File: config.mk
export PLATFORM = sky130hd
export DESIGN_NAME = epb_slave_responder_flat
export DESIGN_NICKNAME = d
export VERILOG_FILES = /design/src/rtl/epb_slave_responder_pkg.sv /design/src/rtl/epb_slave_responder_if.sv /design/src/rtl/epb_slave_responder.sv /design/src/flat_wrapper.sv
export SDC_FILE = /design/constraint.sdc
export NUM_CORES = 1
export LEC_CHECK = 0
export BUFFER_PORTS_ARGS = -buffer_cell sky130_fd_sc_hd__buf_4
export CORE_MARGIN = 2
export CORE_UTILIZATION = 39
export DETAILED_ROUTE_END_ITERATION = 8
export PLACE_DENSITY = 0.66
export RECOVER_POWER = 100
export SLEW_MARGIN = 20
export SYNTH_ARGS = -nofsm -noshare
export SYNTH_HDL_FRONTEND = slang
export SYNTH_SLANG_ARGS = --single-unit
File: constraint.sdc
create_clock -name epb_clk -period 1.7 [get_ports epb_clk]
set_input_delay 0.17 -clock epb_clk [delete_from_list [all_inputs] [get_ports epb_clk]]
set_output_delay 0.17 -clock epb_clk [all_outputs]
set_load 0.005 [all_outputs]
File: src/rtl/epb_slave_responder_pkg.sv
// epb_pkg: EPB width constants, default timeout data and responder FSM states.
// No ports; imported by the responder interface and the responder.
package epb_pkg;

   localparam int EPB_DW   = 32;
   localparam int EPB_BEW  = 4;
   localparam int EPB_A_LO = 5;
   localparam int EPB_A_HI = 29;

   localparam logic [0:EPB_DW-1] EPB_TIMEOUT_DATA = 32'hDEAD_BEEF;

   typedef enum logic [2:0] {
      ST_IDLE,
      ST_REQ,
      ST_WAIT_ACK,
      ST_RESP,
      ST_HOLD
   } epb_state_e;

endpackage

File: src/rtl/epb_slave_responder_if.sv
// EPB pad-side and register-bus signals of the slave responder.
// slave: responder view; master: processor pads plus register bank view.
interface epb_slave_responder_if;
   import epb_pkg::*;

   logic                     epb_cs_n;
   logic                     epb_r_w_n;
   logic [0:EPB_BEW-1]       epb_be_n;
   logic [EPB_A_LO:EPB_A_HI] epb_addr;
   logic [0:EPB_DW-1]        epb_data_in;
   logic [0:EPB_DW-1]        epb_data_out;
   logic                     epb_data_oe_n;
   logic                     epb_rdy;

   logic [EPB_A_LO:EPB_A_HI] bus_addr;
   logic [0:EPB_BEW-1]       bus_be;
   logic [0:EPB_DW-1]        bus_wr_data;
   logic                     bus_wr_en;
   logic                     bus_rd_en;
   logic [0:EPB_DW-1]        bus_rd_data;
   logic                     bus_ack;
   logic                     bus_timeout;

   modport slave (
      input  epb_cs_n, epb_r_w_n, epb_be_n,
      input  epb_addr, epb_data_in,
      input  bus_rd_data, bus_ack,
      output epb_data_out, epb_data_oe_n, epb_rdy,
      output bus_addr, bus_be, bus_wr_data,
      output bus_wr_en, bus_rd_en, bus_timeout
   );

   modport master (
      output epb_cs_n, epb_r_w_n, epb_be_n,
      output epb_addr, epb_data_in,
      output bus_rd_data, bus_ack,
      input  epb_data_out, epb_data_oe_n, epb_rdy,
      input  bus_addr, bus_be, bus_wr_data,
      input  bus_wr_en, bus_rd_en, bus_timeout
   );

endinterface

File: src/rtl/epb_slave_responder.sv
// EPB slave responder: turns chip-select cycles into register-bus strobes,
// returns read data with epb_rdy and owns the data-bus tristate enable.
// Ports: epb_clk, epb_rst_n (async, active low), io (EPB + register bus).
module epb_slave_responder
   import epb_pkg::*;
#(
   parameter int unsigned       TIMEOUT      = 255,
   parameter logic [0:EPB_DW-1] TIMEOUT_DATA = EPB_TIMEOUT_DATA
) (
   input logic                  epb_clk,
   input logic                  epb_rst_n,
   epb_slave_responder_if.slave io
);

   // Last WAIT_ACK count value; the counter is cleared in REQ.
   localparam logic [7:0] TO_LAST = 8'(TIMEOUT - 2);

   epb_state_e state, state_nx;

   logic                     cs_n_q;
   logic                     r_w_n_q;
   logic [0:EPB_BEW-1]       be_n_q;
   logic [EPB_A_LO:EPB_A_HI] addr_q;
   logic [0:EPB_DW-1]        din_q;

   logic                     armed;
   logic                     rd_q;
   logic                     abort_q;
   logic                     to_q;
   logic [7:0]               cnt;
   logic [0:EPB_DW-1]        rdata_q;
   logic [EPB_A_LO:EPB_A_HI] addr_l;
   logic [0:EPB_BEW-1]       be_l;
   logic [0:EPB_DW-1]        wdata_l;

   logic start;
   logic in_acc;
   logic ack_take;
   logic to_take;
   logic drive;

   // cs_n resets low so a chip select held across reset exit
   // cannot look like a fresh falling edge.
   always_ff @(posedge epb_clk or negedge epb_rst_n) begin
      if (!epb_rst_n) begin
         cs_n_q  <= 1'b0;
         r_w_n_q <= 1'b0;
         be_n_q  <= '0;
         addr_q  <= '0;
         din_q   <= '0;
      end else begin
         cs_n_q  <= io.epb_cs_n;
         r_w_n_q <= io.epb_r_w_n;
         be_n_q  <= io.epb_be_n;
         addr_q  <= io.epb_addr;
         din_q   <= io.epb_data_in;
      end
   end

   always_ff @(posedge epb_clk or negedge epb_rst_n) begin
      if (!epb_rst_n) state <= ST_IDLE;
      else            state <= state_nx;
   end

   always_comb begin
      state_nx = state;
      in_acc   = (state == ST_REQ) ||
                 (state == ST_WAIT_ACK);
      ack_take = in_acc && io.bus_ack;
      to_take  = (state == ST_WAIT_ACK) &&
                 !io.bus_ack && (cnt == TO_LAST);
      start    = (state == ST_IDLE) &&
                 armed && !cs_n_q;
      // Only an acknowledged, still-selected read drives the pads.
      drive    = rd_q && !abort_q && !cs_n_q &&
                 ((state == ST_RESP) ||
                  (state == ST_HOLD));

      unique case (state)
         ST_IDLE:
            if (start) state_nx = ST_REQ;
         ST_REQ:
            state_nx = io.bus_ack ? ST_RESP : ST_WAIT_ACK;
         ST_WAIT_ACK:
            if (ack_take || to_take) state_nx = ST_RESP;
         ST_RESP:
            state_nx = abort_q ? ST_IDLE : ST_HOLD;
         ST_HOLD:
            if (cs_n_q) state_nx = ST_IDLE;
         default:
            state_nx = ST_IDLE;
      endcase

      io.epb_rdy       = (state == ST_RESP);
      io.bus_timeout   = (state == ST_RESP) && to_q;
      io.bus_wr_en     = (state == ST_REQ) && !rd_q;
      io.bus_rd_en     = (state == ST_REQ) && rd_q;
      io.epb_data_oe_n = !drive;
      io.epb_data_out  = drive ? rdata_q : '0;
      io.bus_addr      = addr_l;
      io.bus_be        = be_l;
      io.bus_wr_data   = wdata_l;
   end

   always_ff @(posedge epb_clk or negedge epb_rst_n) begin
      if (!epb_rst_n) begin
         armed   <= 1'b0;
         rd_q    <= 1'b0;
         abort_q <= 1'b0;
         to_q    <= 1'b0;
         cnt     <= '0;
         rdata_q <= '0;
         addr_l  <= '0;
         be_l    <= '0;
         wdata_l <= '0;
      end else begin
         // A new transfer needs cs_n seen high at least once.
         armed <= start ? 1'b0 : (armed | cs_n_q);

         if (start) begin
            addr_l  <= addr_q;
            be_l    <= ~be_n_q;
            wdata_l <= din_q;
            rd_q    <= r_w_n_q;
            abort_q <= 1'b0;
         end else if (in_acc && cs_n_q) begin
            abort_q <= 1'b1;
         end

         if (state == ST_REQ)
            cnt <= '0;
         else if (state == ST_WAIT_ACK)
            cnt <= cnt + 8'd1;

         if (ack_take) begin
            rdata_q <= io.bus_rd_data;
            to_q    <= 1'b0;
         end else if (to_take) begin
            rdata_q <= TIMEOUT_DATA;
            to_q    <= 1'b1;
         end
      end
   end

endmodule

File: src/flat_wrapper.sv
// flat-port wrapper written by rule: the top's interface ports become plain ports
module epb_slave_responder_flat import epb_pkg::*;
#(
   parameter int unsigned       TIMEOUT      = 255,
   parameter logic [0:EPB_DW-1] TIMEOUT_DATA = EPB_TIMEOUT_DATA
)
  (epb_clk, epb_rst_n, io_epb_cs_n, io_epb_r_w_n, io_epb_be_n, io_epb_addr, io_epb_data_in, io_bus_rd_data, io_bus_ack, io_epb_data_out, io_epb_data_oe_n, io_epb_rdy, io_bus_addr, io_bus_be, io_bus_wr_data, io_bus_wr_en, io_bus_rd_en, io_bus_timeout);
  epb_slave_responder_if io_i ();
  input logic epb_clk;
  input logic epb_rst_n;
  input wire logic [$bits(io_i.epb_cs_n)-1:0] io_epb_cs_n;
  input wire logic [$bits(io_i.epb_r_w_n)-1:0] io_epb_r_w_n;
  input wire logic [$bits(io_i.epb_be_n)-1:0] io_epb_be_n;
  input wire logic [$bits(io_i.epb_addr)-1:0] io_epb_addr;
  input wire logic [$bits(io_i.epb_data_in)-1:0] io_epb_data_in;
  input wire logic [$bits(io_i.bus_rd_data)-1:0] io_bus_rd_data;
  input wire logic [$bits(io_i.bus_ack)-1:0] io_bus_ack;
  output wire logic [$bits(io_i.epb_data_out)-1:0] io_epb_data_out;
  output wire logic [$bits(io_i.epb_data_oe_n)-1:0] io_epb_data_oe_n;
  output wire logic [$bits(io_i.epb_rdy)-1:0] io_epb_rdy;
  output wire logic [$bits(io_i.bus_addr)-1:0] io_bus_addr;
  output wire logic [$bits(io_i.bus_be)-1:0] io_bus_be;
  output wire logic [$bits(io_i.bus_wr_data)-1:0] io_bus_wr_data;
  output wire logic [$bits(io_i.bus_wr_en)-1:0] io_bus_wr_en;
  output wire logic [$bits(io_i.bus_rd_en)-1:0] io_bus_rd_en;
  output wire logic [$bits(io_i.bus_timeout)-1:0] io_bus_timeout;
  assign io_i.epb_cs_n = io_epb_cs_n;
  assign io_i.epb_r_w_n = io_epb_r_w_n;
  assign io_i.epb_be_n = io_epb_be_n;
  assign io_i.epb_addr = io_epb_addr;
  assign io_i.epb_data_in = io_epb_data_in;
  assign io_i.bus_rd_data = io_bus_rd_data;
  assign io_i.bus_ack = io_bus_ack;
  assign io_epb_data_out = io_i.epb_data_out;
  assign io_epb_data_oe_n = io_i.epb_data_oe_n;
  assign io_epb_rdy = io_i.epb_rdy;
  assign io_bus_addr = io_i.bus_addr;
  assign io_bus_be = io_i.bus_be;
  assign io_bus_wr_data = io_i.bus_wr_data;
  assign io_bus_wr_en = io_i.bus_wr_en;
  assign io_bus_rd_en = io_i.bus_rd_en;
  assign io_bus_timeout = io_i.bus_timeout;
  epb_slave_responder #(.TIMEOUT(TIMEOUT), .TIMEOUT_DATA(TIMEOUT_DATA)) u_core (.epb_clk(epb_clk), .epb_rst_n(epb_rst_n), .io(io_i));
endmodule
==> impl_metrics.env <==
export IMPL_p_leak_nw=5.23
export IMPL_cts_buffers=17
export IMPL_cap_violations=0
export IMPL_maxSlewViolCount=0
export IMPL_synth_edff_count=0
export IMPL_syn_area_mm2=0.00653
export IMPL_path_class="reg -> out"
export IMPL_status="finished, violations left"
export IMPL_setup_ws_ps=-382
export IMPL_ys_warnings_count=0
export IMPL_path_clk_slew_ps=70
export IMPL_grt_use_total=0.188
export IMPL_end_kind="output port"
export IMPL_grt_pass1_vias=4921
export IMPL_ant_nets=0
export IMPL_htree_levels=4
export IMPL_cts_tree="built"
export IMPL_area_growth_pct=64.1
export IMPL_drtPass1Iterations=4
export IMPL_setup_viol=137
export IMPL_crit_buf_inv=3
export IMPL_cp_cell_sequence="buf_6, and3b_2, o211a_4, buf_12, and2_1, buf_4"
export IMPL_die_area_mm2=0.0178
export IMPL_dpl_cell_area_mm2=0.00833
export IMPL_max_slew_worst_pin_slew_ps=898
export IMPL_ios=196
export IMPL_grt_overflow=0
export IMPL_grt_pass1_wl_um=26100
export IMPL_routed_wl_um=18500
export IMPL_timing_fmax_mhz=480
export IMPL_layoutNonFillerInstCount=985
export IMPL_antennaDiodeCount=0
export IMPL_avgViaCountPerCell=4.78
export IMPL_fin_area_mm2=0.0107
export IMPL_final_nets=852
export IMPL_rsz0062_at_grt="yes"
export IMPL_clk_latency_ps=420
export IMPL_period_share=1.22
export IMPL_drcViolationCount=0
export IMPL_relSlewSlack=0.401
export IMPL_start_util=0.397
export IMPL_timing_hold_ws_ps=29.8
export IMPL_hold_path_class="in -> reg"
export IMPL_violations="setup timing"
export IMPL_synthArstFlopShare=1.00
export IMPL_layout_drive_gt1_share=0.507
export IMPL_finalHoldViolations=0
export IMPL_clock_path_buffers=2
export IMPL_ys_types=42
export IMPL_start_kind="flop"
export IMPL_max_stage_delay_ps=400
export IMPL_layout_common_cells="dfrtp_1, clkbuf_4, dlygate4sd3_1"
export IMPL_cellPowerDensity_mw_per_mm2=1660
export IMPL_port_buffers=195
export IMPL_layout_commonest_cell="dfrtp_1"
export IMPL_via_count=4706
export IMPL_path_max_fanout=17
export IMPL_wl_per_cell_um=18.7
export IMPL_synth_nets=522
export IMPL_synth_top_flop_cell="dfrtp_1"
export IMPL_core_area_mm2=0.0165
export IMPL_crit_required_ps=1530
export IMPL_synth_seq_cells=171
export IMPL_gp_congestion=0.758
export IMPL_clkSinkCount=171
export IMPL_dp_cells=830
export IMPL_syn_area_per_cell_um2=15.5
export IMPL_rows=47
export IMPL_grt_start_max_net_pins=50
export IMPL_regToRegSetupSlack_ps=-290
export IMPL_dpl_worst_slack_ps=31.2
export IMPL_clock_skew_ps=8.58
export IMPL_cts_root_buf="clkbuf_16"
export IMPL_critPathTopFamily="buffers and inverters"
export IMPL_finalSetupTns_ps=-32070
export IMPL_antenna_found_initial=0
export IMPL_fin_crit_ps=2080
export IMPL_die_x_um=133
export IMPL_cp_slowest_cell="dfrtp_1"
export IMPL_hpwlAfterDp_um=9980
export IMPL_die_h_um=133
export IMPL_yosysSeqAreaShare=0.655
export IMPL_syn_instance_count=422
export IMPL_drt_iter0_drc=180
export IMPL_vdd_drop_max_mv=1.04
export IMPL_critPathArrivalTime_ps=1910
-- cells by family (layout without fill, tap and decap cells) --
group / after synthesis / after routing / share of synthesized area
xor+xnor: 1 / 1 / 0.00249
fa+ha+maj: 2 / 2 / 0.00383
simple gates: 76 / 77 / 0.0756
flops: 171 / 171 / 0.655
mux: 69 / 69 / 0.149
buf+inv: 36 / 378 / 0.0412
compound gates: 67 / 67 / 0.0733
-- layout make-up --
cell class	count	area, µm²
well taps	220	275
clock inverters	14	208
fillers	1184	5740
inverters	8	32.5
multi-input cells	216	2320
repair buffers	338	3170
clock buffers	18	439
flip-flops and latches	171	4280
-- power by group --
part | internal (mW) | leakage, nW | switching (mW)
registers | 5.38 | 2.01 | 0.841
logic | 4.51 | 2.91 | 2.82
clock network | 2.54 | 0.310 | 1.71
-- cells in the mapped netlist (2+ instances only) --
cell type,number,area share
dfrtp_1,171,0.65
mux2_4,55,0.13
and2_1,34,0.033
a21oi_1,25,0.019
a2bb2oi_1,24,0.032
clkbuf_1,12,0.0069
and3_1,11,0.011
mux2i_1,10,0.015
nand2_1,9,0.0052
a31o_2,8,0.011
inv_1,8,0.0046
buf_12,7,0.021
buf_2,7,0.0054
mux2_2,3,0.0052
nand3_1,3,0.0023
nor2_1,3,0.0017
a21boi_0,2,0.0023
and2b_1,2,0.0023
ha_1,2,0.0038
nand4_1,2,0.0019
nor3b_1,2,0.0023
o21ai_0,2,0.0015
-- layer usage --
layer / part of all wire / up-vias / wire length (µm) / global-route usage
met4: 0.013 / 0 / 248 / 0.0621
met3: 0.062 / 22 / 1140 / 0.0613
li1: - / 2132 / - / -
met1: 0.42 / 2370 / 7740 / 0.236
met5: 0 / - / 0 / 0
met2: 0.51 / 182 / 9330 / 0.310
-- path summary, 6_finish.rpt --
| check | startpoint | to | depth (start not counted) |
|---|---|---|---|
| worst max-delay path | u_core.state[0] | io_epb_data_out[15] | 6 |
| worst min-delay path | io_bus_rd_data[13] | u_core.rdata_q[18] | 2 |
| worst max register to register | u_core.state[2] | u_core.io.bus_wr_data[20] | 6 |
| worst min register to register | u_core.be_n_q[2] | u_core.io.bus_be[2] | 1 |
| max in group asynchronous | epb_rst_n | u_core.din_q[17] | 3 |
| min in group asynchronous | epb_rst_n | u_core.io.bus_addr[20] | 2 |
-- registers in the layout, summed over array words and instances (netlist names) --
register and flops:
u_core.cnt 8, u_core.din_q 32, u_core.cs_n_q 1, u_core.armed 1
u_core.r_w_n_q 1, u_core.io.bus_be 4, u_core.io.bus_wr_data 32, u_core.rd_q 1
u_core.abort_q 1, u_core.addr_q 25, u_core.io.bus_addr 25, u_core.state 3
u_core.rdata_q 32, u_core.to_q 1, u_core.be_n_q 4
-- stage by stage --
| step | utilization | total power [mW] |
|---|---|---|
| floorplan | - | 9.43 |
| global placement | 0.506 | 11.6 |
| detailed placement | 0.506 | 11.8 |
| CTS | 0.606 | 16.6 |
| global route | 0.651 | 18.7 |
| finish | 0.651 | 17.8 |
-- timing repair --
item | 4_1_cts | 5_1_grt
pin swaps | 4 | 16
endpoints found under the hold margin | 177 | 7
resized for setup | 32 | 67
buffers inserted | 9 | 10
hold buffers | 79 | 7
endpoints found under the setup margin | 36 | 115
cloned | 1 | 18
Power figures use the tool's default switching activity.
